==> src/rtl/writeback_unit.sv <==
// writeback_unit: final pipeline stage. It merges ALU results and formatted
// load results onto the single register-file write port. Loads are held in
// a small FIFO, both sources share the port round-robin, and writes to x0
// are dropped without being counted.
module writeback_unit #(
  parameter int LD_DEPTH = 2
) (
  input  logic        i_clk,
  input  logic        i_rst,
  input  logic        i_alu_valid,
  input  logic [4:0]  i_alu_rd,
  input  logic [31:0] i_alu_val,
  output logic        o_alu_ready,
  input  logic        i_ld_valid,
  input  logic [4:0]  i_ld_rd,
  input  logic [2:0]  i_ld_funct3,
  input  logic [1:0]  i_ld_addr_lo,
  input  logic [31:0] i_ld_data,
  output logic        o_ld_ready,
  output logic [4:0]  o_w_reg_num,
  output logic [31:0] o_w_val,
  output logic        o_op,
  output logic        o_err,
  output logic [31:0] o_wb_count
);

  // Source that won the most recent grant; the other one wins a tie.
  typedef enum logic {SRC_ALU = 1'b0, SRC_LOAD = 1'b1} src_t;

  // FIFO entry layout: {rd[41:37], funct3[36:34], addr_lo[33:32], data[31:0]}
  localparam int ENTRY_W = 42;
  localparam logic [1:0] DEPTH_C = 2'(LD_DEPTH);

  logic [ENTRY_W-1:0] fifo_mem [LD_DEPTH];
  logic               wr_ptr_reg;
  logic               rd_ptr_reg;
  logic [1:0]         count_reg;
  logic [1:0]         count_next;
  src_t               rr_last_reg;
  src_t               rr_last_next;

  logic               op_reg;
  logic [4:0]         w_reg_num_reg;
  logic [31:0]        w_val_reg;
  logic               err_reg;
  logic [31:0]        wb_count_reg;

  logic               enq;
  logic               deq;
  logic               alu_cand;
  logic               ld_cand;
  logic               grant_alu;
  logic               grant_ld;

  logic [ENTRY_W-1:0] head;
  logic [4:0]         head_rd;
  logic [2:0]         head_funct3;
  logic [1:0]         head_lo;
  logic [31:0]        head_data;
  logic [7:0]         head_byte [4];
  logic [15:0]        head_half;
  logic [7:0]         sel_byte;
  logic [31:0]        fmt_val;
  logic               fmt_err;

  logic               wr_fire;
  logic [4:0]         wr_rd;
  logic [31:0]        wr_val;
  logic               err_fire;

  assign head        = fifo_mem[rd_ptr_reg];
  assign head_rd     = head[41:37];
  assign head_funct3 = head[36:34];
  assign head_lo     = head[33:32];
  assign head_data   = head[31:0];

  // Split the head word into byte lanes so the lane mux reads plainly.
  for (genvar gi = 0; gi < 4; gi++) begin : g_lane
    assign head_byte[gi] = head_data[8*gi +: 8];
  end

  assign sel_byte  = head_byte[head_lo];
  assign head_half = head_lo[1] ? head_data[31:16] : head_data[15:0];

  // No pass-through: a full FIFO refuses new loads even if it drains now.
  assign o_ld_ready  = (count_reg < DEPTH_C);
  // The ALU is only refused when a load is waiting and it is the load's turn.
  assign o_alu_ready = (count_reg == 2'd0) || (rr_last_reg == SRC_LOAD);

  assign enq = i_ld_valid && o_ld_ready;
  assign deq = grant_ld;

  // Round-robin between ALU and FIFO head; a lone candidate always wins.
  always_comb begin
    alu_cand     = i_alu_valid;
    ld_cand      = (count_reg != 2'd0);
    grant_alu    = alu_cand && (!ld_cand || (rr_last_reg == SRC_LOAD));
    grant_ld     = ld_cand && (!alu_cand || (rr_last_reg == SRC_ALU));
    rr_last_next = rr_last_reg;
    if (grant_alu) begin
      rr_last_next = SRC_ALU;
    end else if (grant_ld) begin
      rr_last_next = SRC_LOAD;
    end
  end

  // Align and extend the head load; flag unsupported or misaligned forms.
  always_comb begin
    fmt_val = '0;
    fmt_err = 1'b0;
    unique case (head_funct3)
      3'b000:  fmt_val = {{24{sel_byte[7]}}, sel_byte};
      3'b100:  fmt_val = {24'b0, sel_byte};
      3'b001: begin
        fmt_val = {{16{head_half[15]}}, head_half};
        fmt_err = head_lo[0];
      end
      3'b101: begin
        fmt_val = {16'b0, head_half};
        fmt_err = head_lo[0];
      end
      3'b010: begin
        fmt_val = head_data;
        fmt_err = (head_lo != 2'b00);
      end
      default: fmt_err = 1'b1;
    endcase
  end

  // Decide what, if anything, goes to the register file this cycle.
  always_comb begin
    wr_fire  = 1'b0;
    wr_rd    = '0;
    wr_val   = '0;
    err_fire = 1'b0;
    if (grant_alu) begin
      wr_fire = (i_alu_rd != 5'd0);
      wr_rd   = i_alu_rd;
      wr_val  = i_alu_val;
    end else if (grant_ld) begin
      err_fire = fmt_err;
      wr_fire  = !fmt_err && (head_rd != 5'd0);
      wr_rd    = head_rd;
      wr_val   = fmt_val;
    end
  end

  // Occupancy: simultaneous enqueue and dequeue leave it unchanged.
  always_comb begin
    count_next = count_reg + 2'(enq) - 2'(deq);
  end

  // Load storage; contents need no reset since count gates visibility.
  always_ff @(posedge i_clk) begin
    if (enq) begin
      fifo_mem[wr_ptr_reg] <= {i_ld_rd, i_ld_funct3, i_ld_addr_lo, i_ld_data};
    end
  end

  // FIFO pointers, occupancy and arbitration history.
  always_ff @(posedge i_clk) begin
    if (i_rst) begin
      wr_ptr_reg  <= 1'b0;
      rd_ptr_reg  <= 1'b0;
      count_reg   <= 2'd0;
      rr_last_reg <= SRC_LOAD;
    end else begin
      if (enq) wr_ptr_reg <= ~wr_ptr_reg;
      if (deq) rd_ptr_reg <= ~rd_ptr_reg;
      count_reg   <= count_next;
      rr_last_reg <= rr_last_next;
    end
  end

  // Registered write port: every field lasts exactly one cycle per grant.
  always_ff @(posedge i_clk) begin
    if (i_rst) begin
      op_reg        <= 1'b0;
      w_reg_num_reg <= '0;
      w_val_reg     <= '0;
      err_reg       <= 1'b0;
      wb_count_reg  <= '0;
    end else begin
      op_reg        <= wr_fire;
      w_reg_num_reg <= wr_fire ? wr_rd : 5'd0;
      w_val_reg     <= wr_fire ? wr_val : 32'd0;
      err_reg       <= err_fire;
      if (wr_fire) wb_count_reg <= wb_count_reg + 32'd1;
    end
  end

  assign o_op        = op_reg;
  assign o_w_reg_num = w_reg_num_reg;
  assign o_w_val     = w_val_reg;
  assign o_err       = err_reg;
  assign o_wb_count  = wb_count_reg;

endmodule

==> config.mk <==
export PLATFORM = sky130hd
export DESIGN_NAME = writeback_unit
export DESIGN_NICKNAME = d
export VERILOG_FILES = /design/src/rtl/writeback_unit.sv
export SDC_FILE = /design/constraint.sdc
export NUM_CORES = 1
export LEC_CHECK = 0
export ABC_AREA = 1
export BUFFER_PORTS_ARGS = -buffer_cell sky130_fd_sc_hd__buf_2
export CAP_MARGIN = 25
export CORE_ASPECT_RATIO = 0.75
export CORE_UTILIZATION = 52
export CTS_BUF_LIST = sky130_fd_sc_hd__clkbuf_8
export DETAILED_ROUTE_END_ITERATION = 8
export PLACE_DENSITY_LB_ADDON = 0.15
export SETUP_SLACK_MARGIN = 0.05
export SLEW_MARGIN = 20
export SYNTH_ARGS = -nofsm -noshare
export SYNTH_HDL_FRONTEND = slang
export SYNTH_SLANG_ARGS = --single-unit
==> constraint.sdc <==
create_clock -name i_clk -period 3.1 [get_ports i_clk]
set_input_delay 0.62 -clock i_clk [delete_from_list [all_inputs] [get_ports i_clk]]
set_output_delay 0.62 -clock i_clk [all_outputs]
set_load 0.02 [all_outputs]
==> results.yml, run 1 <==
run:
  max-cap-violations: 0
cts:
  clock_path_buffers: 2
  cts_sinks: 161
  ctsHoldBuffers: 0
  tritoncts: "done"
  ctsHtreeMaxLevel: 4
  cts_root_buf: "clkbuf_8"
  cts_buffers: 17
  post_cts_buffers: 0
  ctsResizeCount: 0
  insertion_delay_ns: 0.46
  clk_pin_slew_ns: 0.09
synth:
  syn_nets: 1062
  yosysMostFrequentCell: "nand2_1"
  synth-edff-count: 84
  synth.yosys.seq_area_share_pct: 52.50
  syn_area_um2: 7741
  yosys.area.top_type: "edfxtp_1"
  synth_top_cell_area_share_pct: 32.58
  yosys-top-cells-area: "edfxtp_1 33%, dfxtp_1 20%, nand2_1 17%"
  ys_types: 29
  synth_commonest_cells: "359 x nand2_1, 91 x nor2_1, 84 x edfxtp_1"
  syn_area_per_cell_um2: 7.932
  yosysWarnings: 0
  synth_ff_type: "edfxtp_1"
  ys_ff_latch: 161
  netlist_instances: 976
  async_flop_share_pct: 0
worst_setup_path:
  max_stage_delay_ns: 0.46
  cp-start-kind: "register"
  required_ns: 3.50
  crit_slowest_cell: "buf_4"
  cp-end-kind: "register"
  crit_type: "reg2reg"
  crit_chain: "buf_4 -> nand2_1 -> nand2_2 -> clkinv_1 -> buf_4 -> nand2_1 -> nand2_1 -> nor2_4 -> nor2_1 -> nand2_1 -> nand2_1 -> a21oi_2"
  path_common_cell: "nand2_1"
  arrival_ns: 2.97
  cp_max_fo: 59
die:
  dieWidth_um: 142.9
  core_um2: 14500
  fp-row-count: 38
  fp.dieH_um: 107.7
  start_util_pct: 53.38
  io_pins: 156
  fp.dieArea_um2: 15380
placement:
  place_ws_ns: 0.5860
  gp_congestion: 0.9576
  port_buffers: 155
  dp_hpwl_mm: 14.38
power:
  leakagePower_nw: 3.968
  p_per_area_nw_per_um2: 703.3
  vdd_drop_max_mv: 0.4070
finish:
  layout.nets: 1208
  ff_latch_area_um2: 4065
  multi_input_area_um2: 3242
  filler_cell_count: 1330
  regMostFlops: "fifo_mem"
  syn2layout_area_growth_pct: 16.84
  antennaDiodeCount: 0
  largest_reg_flops: 84
  drive_gt1_share_pct: 22.20
detailed_routing:
  ant_nets: 0
  first_pass_iters: 5
  vias_per_cell: 5.145
  drc: 0
  drt-initial-drc-count: 552
  vias: 6869
  wirelength_mm: 19.99
  wire_per_inst_um: 14.97
global_routing:
  grt-ovfl-total: 0
  grt_pass1_wl_mm: 31.46
  first_global_vias: 6066
  grt_start_max_net_pins: 60
  track_usage_pct: 27.44
  antenna_found_initial: 0
sta:
  slew_viol_final: 0
  rsz0062_at_grt: "false"
  finalHoldViolCount: 0
  worst_pin_slew_ns: 0.6280
  fmax_ghz: 0.3890
  min_period_ns: 2.571
  period_share_pct: 82.92
  tns_ns: 0
  setup_slack_ns: 0.5295
  max_slew_margin_pct: 57.98
  finalSetupViolations: 0
  finClkSkew_ns: 0.01073
worst_hold_path:
  min_path_type: "in2reg"
  hp-start: "i_ld_data[5]"
status:
  status: "finished, final reports clean"
[critical path: cells and delay by family, from the launching register on]
kind                   cells  cell delay [ns]
buffers and inverters      3             0.87
AOI/OAI and AO/OA          1             0.12
and+or+nand+nor            8             1.16
DFF                        1             0.34
[cells in the final DEF, fill, tap and decap left out, types with 2 or more instances in the layout]
cell / count
a21oi_1: 69
a21oi_2: 19
buf_2: 155
buf_4: 13
clkbuf_8: 17
clkinv_1: 2
clkinv_2: 3
clkinv_4: 5
dfxtp_1: 76
edfxtp_1: 84
ha_1: 3
inv_1: 63
inv_2: 2
inv_6: 3
nand2_1: 358
nand2_2: 5
nand3_1: 69
nand3b_1: 8
nand4_1: 5
nor2_1: 88
nor2_4: 4
nor3_1: 10
o21ai_0: 30
o21ai_2: 2
or2_2: 15
xnor2_1: 4
xor2_1: 12
[cell type report]
cell class / instances / share of cell area (%)
well taps: 200 / 2.767
inverters: 66 / 2.739
clock buffers: 17 / 2.587
flip-flops and latches: 161 / 44.94
clock inverters: 15 / 1.245
repair buffers: 169 / 9.877
multi-input cells: 707 / 35.84
[where the power goes]
| part | internal [mW] | switching, mW | leakage (nW) |
|---|---|---|---|
| registers | 2.54 | 0.0920 | 1.41 |
| clock network | 0.561 | 0.807 | 0.180 |
| logic | 0.678 | 1.68 | 2.38 |
[cell families after synthesis]
kind of cell    after synthesis  share of synthesized area [%]
simple gates                566                          30.27
flops                       161                          52.50
compound gates              122                          8.857
buf+inv                     108                          6.077
xor+xnor                     16                          1.810
fa+ha+maj                     3                         0.4849
[per-stage QoR]
| step | std cells | utilization, % | area, um^2 | hold slack (ns) | power (mW) |
|---|---|---|---|---|---|
| 5_1_grt | 1335 | 62.37 | 9045 | 0.3168 | 6.766 |
| 3_5_place_dp | 1303 | 59.98 | 8698 | 0.4341 | 5.006 |
| 4_1_cts | 1335 | 62.37 | 9045 | 0.3197 | 6.358 |
| 2_1_floorplan | 976 | - | 7741 | 0.4256 | 4.356 |
| 3_3_place_gp | 1303 | 59.98 | 8698 | 0.4261 | 4.989 |
| 6_report | 1335 | 62.37 | 9045 | 0.3410 | 6.361 |
[final timing paths]
kind | depth (start not counted) | slack, ns | to
setup / recovery | 12 | 0.53 | o_w_val[26]$_SDFF_PP0_
hold reg to reg | 1 | 0.45 | register
setup reg to reg | 12 | 0.53 | o_w_val[26]$_SDFF_PP0_
hold / removal | 1 | 0.34 | fifo_mem[0][5]$_DFFE_PP_
[per-layer routing]
metal  GRT usage [%]  wire length [um]  vias to the layer above
met5               0                 0                        -
met4           10.22               377                        0
met3           6.005              1709                       27
met2           38.13              8024                      304
met1           41.40              9878                     3085
li1                -                 -                     3453
No activity file was read; power rests on OpenSTA's default activity.
==> inputs of run 2 (changes only) <==
--- a/config.mk
+++ b/config.mk
@@ -5,11 +5,11 @@
 export SDC_FILE = /design/constraint.sdc
 export NUM_CORES = 1
 export LEC_CHECK = 0
-export ABC_AREA = 1
+export ABC_AREA = 0
 export BUFFER_PORTS_ARGS = -buffer_cell sky130_fd_sc_hd__buf_2
 export CAP_MARGIN = 25
 export CORE_ASPECT_RATIO = 0.75
-export CORE_UTILIZATION = 52
+export CORE_UTILIZATION = 51
 export CTS_BUF_LIST = sky130_fd_sc_hd__clkbuf_8
 export DETAILED_ROUTE_END_ITERATION = 8
 export PLACE_DENSITY_LB_ADDON = 0.15
==> constraint.sdc (replaced) <==
create_clock -name i_clk -period 2.3 [get_ports i_clk]
set_input_delay 0.46 -clock i_clk [delete_from_list [all_inputs] [get_ports i_clk]]
set_output_delay 0.46 -clock i_clk [all_outputs]
set_load 0.02 [all_outputs]
==> run 2 against run 1 <==
Against the previous run: clock-buffer cell count is 1 higher; non-clock buffer count up 22; maximum frequency is 17% higher; register-to-register slack got worse by 0.42 ns; sequential power rose by 37%; combinational power increased by 36%; synthesized area down 11%; die area is 8.9% lower; global-route usage down 2.4 points; synthesized cell count decreased by 40%.
==> results.yml, run 2 <==
worst_setup_path:
  crit_slowest_cell: "or4_1"
  critPathTopFamily: "compound AO/OA/AOI/OAI gates"
  path_depth: 8
  crit_chain: "buf_6 -> mux2_2 -> a21oi_2 -> a21o_2 -> a21oi_4 -> clkbuf_16 -> or4_1 -> a21oi_1"
  cp-end-kind: "register"
  arrival_ns: 2.58
  max_stage_delay_ns: 0.50
  worstPathBufferInverterCount: 2
  required_ns: 2.69
  cp-start-kind: "register"
  crit_type: "reg2reg"
  cp_max_fo: 12
  r2r_cells: 8
  rrSetupSlack_ns: 0.11
detailed_routing:
  first_pass_iters: 7
  wirelength_mm: 18.00
  wire_per_inst_um: 19.04
  ant_nets: 0
  drt-initial-drc-count: 488
  vias: 5534
  drc: 0
  vias_per_cell: 5.856
finish:
  multi_input_area_um2: 2709
  layout.nets: 846
  syn2layout_area_growth_pct: 24.14
  ff_latch_area_um2: 4068
  layout_commonest_cell: "buf_2"
  layout_common_cells: "155 x buf_2, 84 x edfxtp_1, 76 x dfxtp_1"
  filler_cell_count: 1032
  regMostFlops: "fifo_mem"
  largest_reg_flops: 84
  drive_gt1_share_pct: 35.45
die:
  fp.dieArea_um2: 14010
  fp-row-count: 36
  start_util_pct: 52.67
  fp.dieH_um: 102.8
  dieWidth_um: 136.4
  io_pins: 156
  core_um2: 13110
global_routing:
  grt_start_max_net_pins: 51
  grt_pass1_wl_mm: 26.10
  antenna_found_initial: 2
  grt-ovfl-total: 0
  track_usage_pct: 25.07
  first_global_vias: 5038
sta:
  rsz0062_at_grt: "false"
  worst_pin_slew_ns: 0.6873
  finalSetupViolations: 0
  fin_hold_ws_ns: 0.1859
  slew_viol_final: 0
  period_share_pct: 95.30
  finClkSkew_ns: 0.01268
  setup_slack_ns: 0.1080
  finalHoldViolCount: 0
  tns_ns: 0
  fmax_ghz: 0.4562
  min_period_ns: 2.192
  max_slew_margin_pct: 54.18
synth:
  synth_top_cell_area_share_pct: 36.53
  synth.yosys.seq_area_share_pct: 58.86
  synth_ff_type: "edfxtp_1"
  synth_commonest_cells: "84 x edfxtp_1, 77 x dfxtp_1, 54 x a21oi_1, 54 x mux2i_1, 29 x nand2_1"
  yosysWarnings: 0
  yosysMostFrequentCell: "edfxtp_1"
  ys_types: 50
  yosys-top-cells-area: "edfxtp_1 37%, dfxtp_1 22%, mux2i_1 7.8%"
  async_flop_share_pct: 0
  syn_nets: 675
  yosys.area.top_type: "edfxtp_1"
  synth-edff-count: 84
  syn_area_per_cell_um2: 11.72
  ys_ff_latch: 161
  netlist_instances: 589
  syn_area_um2: 6904
power:
  vdd_drop_max_mv: 0.5746
  p_total_mw: 8.744
  p_per_area_nw_per_um2: 1020
  leakagePower_nw: 3.395
placement:
  place_ws_ns: -0.03555
  gp_congestion: 0.7909
  dp_hpwl_mm: 11.86
  port_buffers: 155
cts:
  clk_pin_slew_ns: 0.09
  cts_root_buf: "clkbuf_8"
  ctsHoldBuffers: 0
  cts_buffers: 17
  cts_sinks: 161
  ctsHtreeMaxLevel: 4
  clock_path_buffers: 2
  tritoncts: "done"
  insertion_delay_ns: 0.46
run:
  max-cap-violations: 0
status:
  status: "finished, final reports clean"
worst_hold_path:
  min_path_type: "in2reg"
  min_path_cells: 1
-- run 2: kinds of logic (layout without fill, tap and decap cells) --
logic type	after synthesis	count (layout)	synth area share, %
buffers and inverters	48	232	3.352
muxes	72	72	10.93
and+or+nand+nor	137	137	10.53
DFF	161	161	58.86
adders and majority gates	3	3	0.5437
xor gates and xnor gates	6	6	0.7613
other	0	1	0
AOI/OAI and AO/OA	162	162	15.02
-- run 2: what timing repair did --
action / in CTS / in global routing
gates resized for setup: 3 / 22
pin swaps: 0 / 7
setup endpoints to repair: 40 / 33
buffers inserted: 5 / 2
gates cloned: 0 / 3
-- run 2: area by class of cell --
type	count	area share, %
clock inverters	14	1.343
inverters	9	0.3942
multi-input cells	380	31.61
diodes	1	0.02920
flip-flops and latches	161	47.46
repair buffers	191	13.78
clock buffers	18	2.891
well taps	171	2.496
-- run 2: worst paths after layout --
| kind | startpoint | to |
|---|---|---|
| max | register | o_wb_count[25]$_SDFFE_PP0P_ |
| min | i_ld_funct3[0] | fifo_mem[0][34]$_DFFE_PP_ |
| max reg2reg | register | o_wb_count[25]$_SDFFE_PP0P_ |
| min reg2reg | o_wb_count[10]$_SDFFE_PP0P_ | o_wb_count[10]$_SDFFE_PP0P_ |
-- run 2: where the power goes --
group | leakage (nW) | internal (mW) | switching (mW) | total [mW]
clock | 0.188 | 0.877 | 1.04 | 1.92
sequential | 1.41 | 3.44 | 0.165 | 3.60
combinational | 1.80 | 1.38 | 1.85 | 3.22
-- run 2: layer usage --
metal | GRT usage (%) | up-vias | routed length, um
li1 | - | 2581 | -
met1 | 35.46 | 2683 | 8224
met2 | 36.70 | 236 | 7885
met3 | 7.030 | 32 | 1542
met4 | 9.231 | 2 | 336
met5 | 0 | - | 8
-- run 2: through the flow --
step / std cells / util, % / area [um^2]
detailed placement: 902 / 60.91 / 7984
CTS: 939 / 64.03 / 8393
global placement: 902 / 60.91 / 7984
global route: 944 / 65.37 / 8568
finish: 945 / 65.39 / 8571
floorplan: 589 / - / 6907
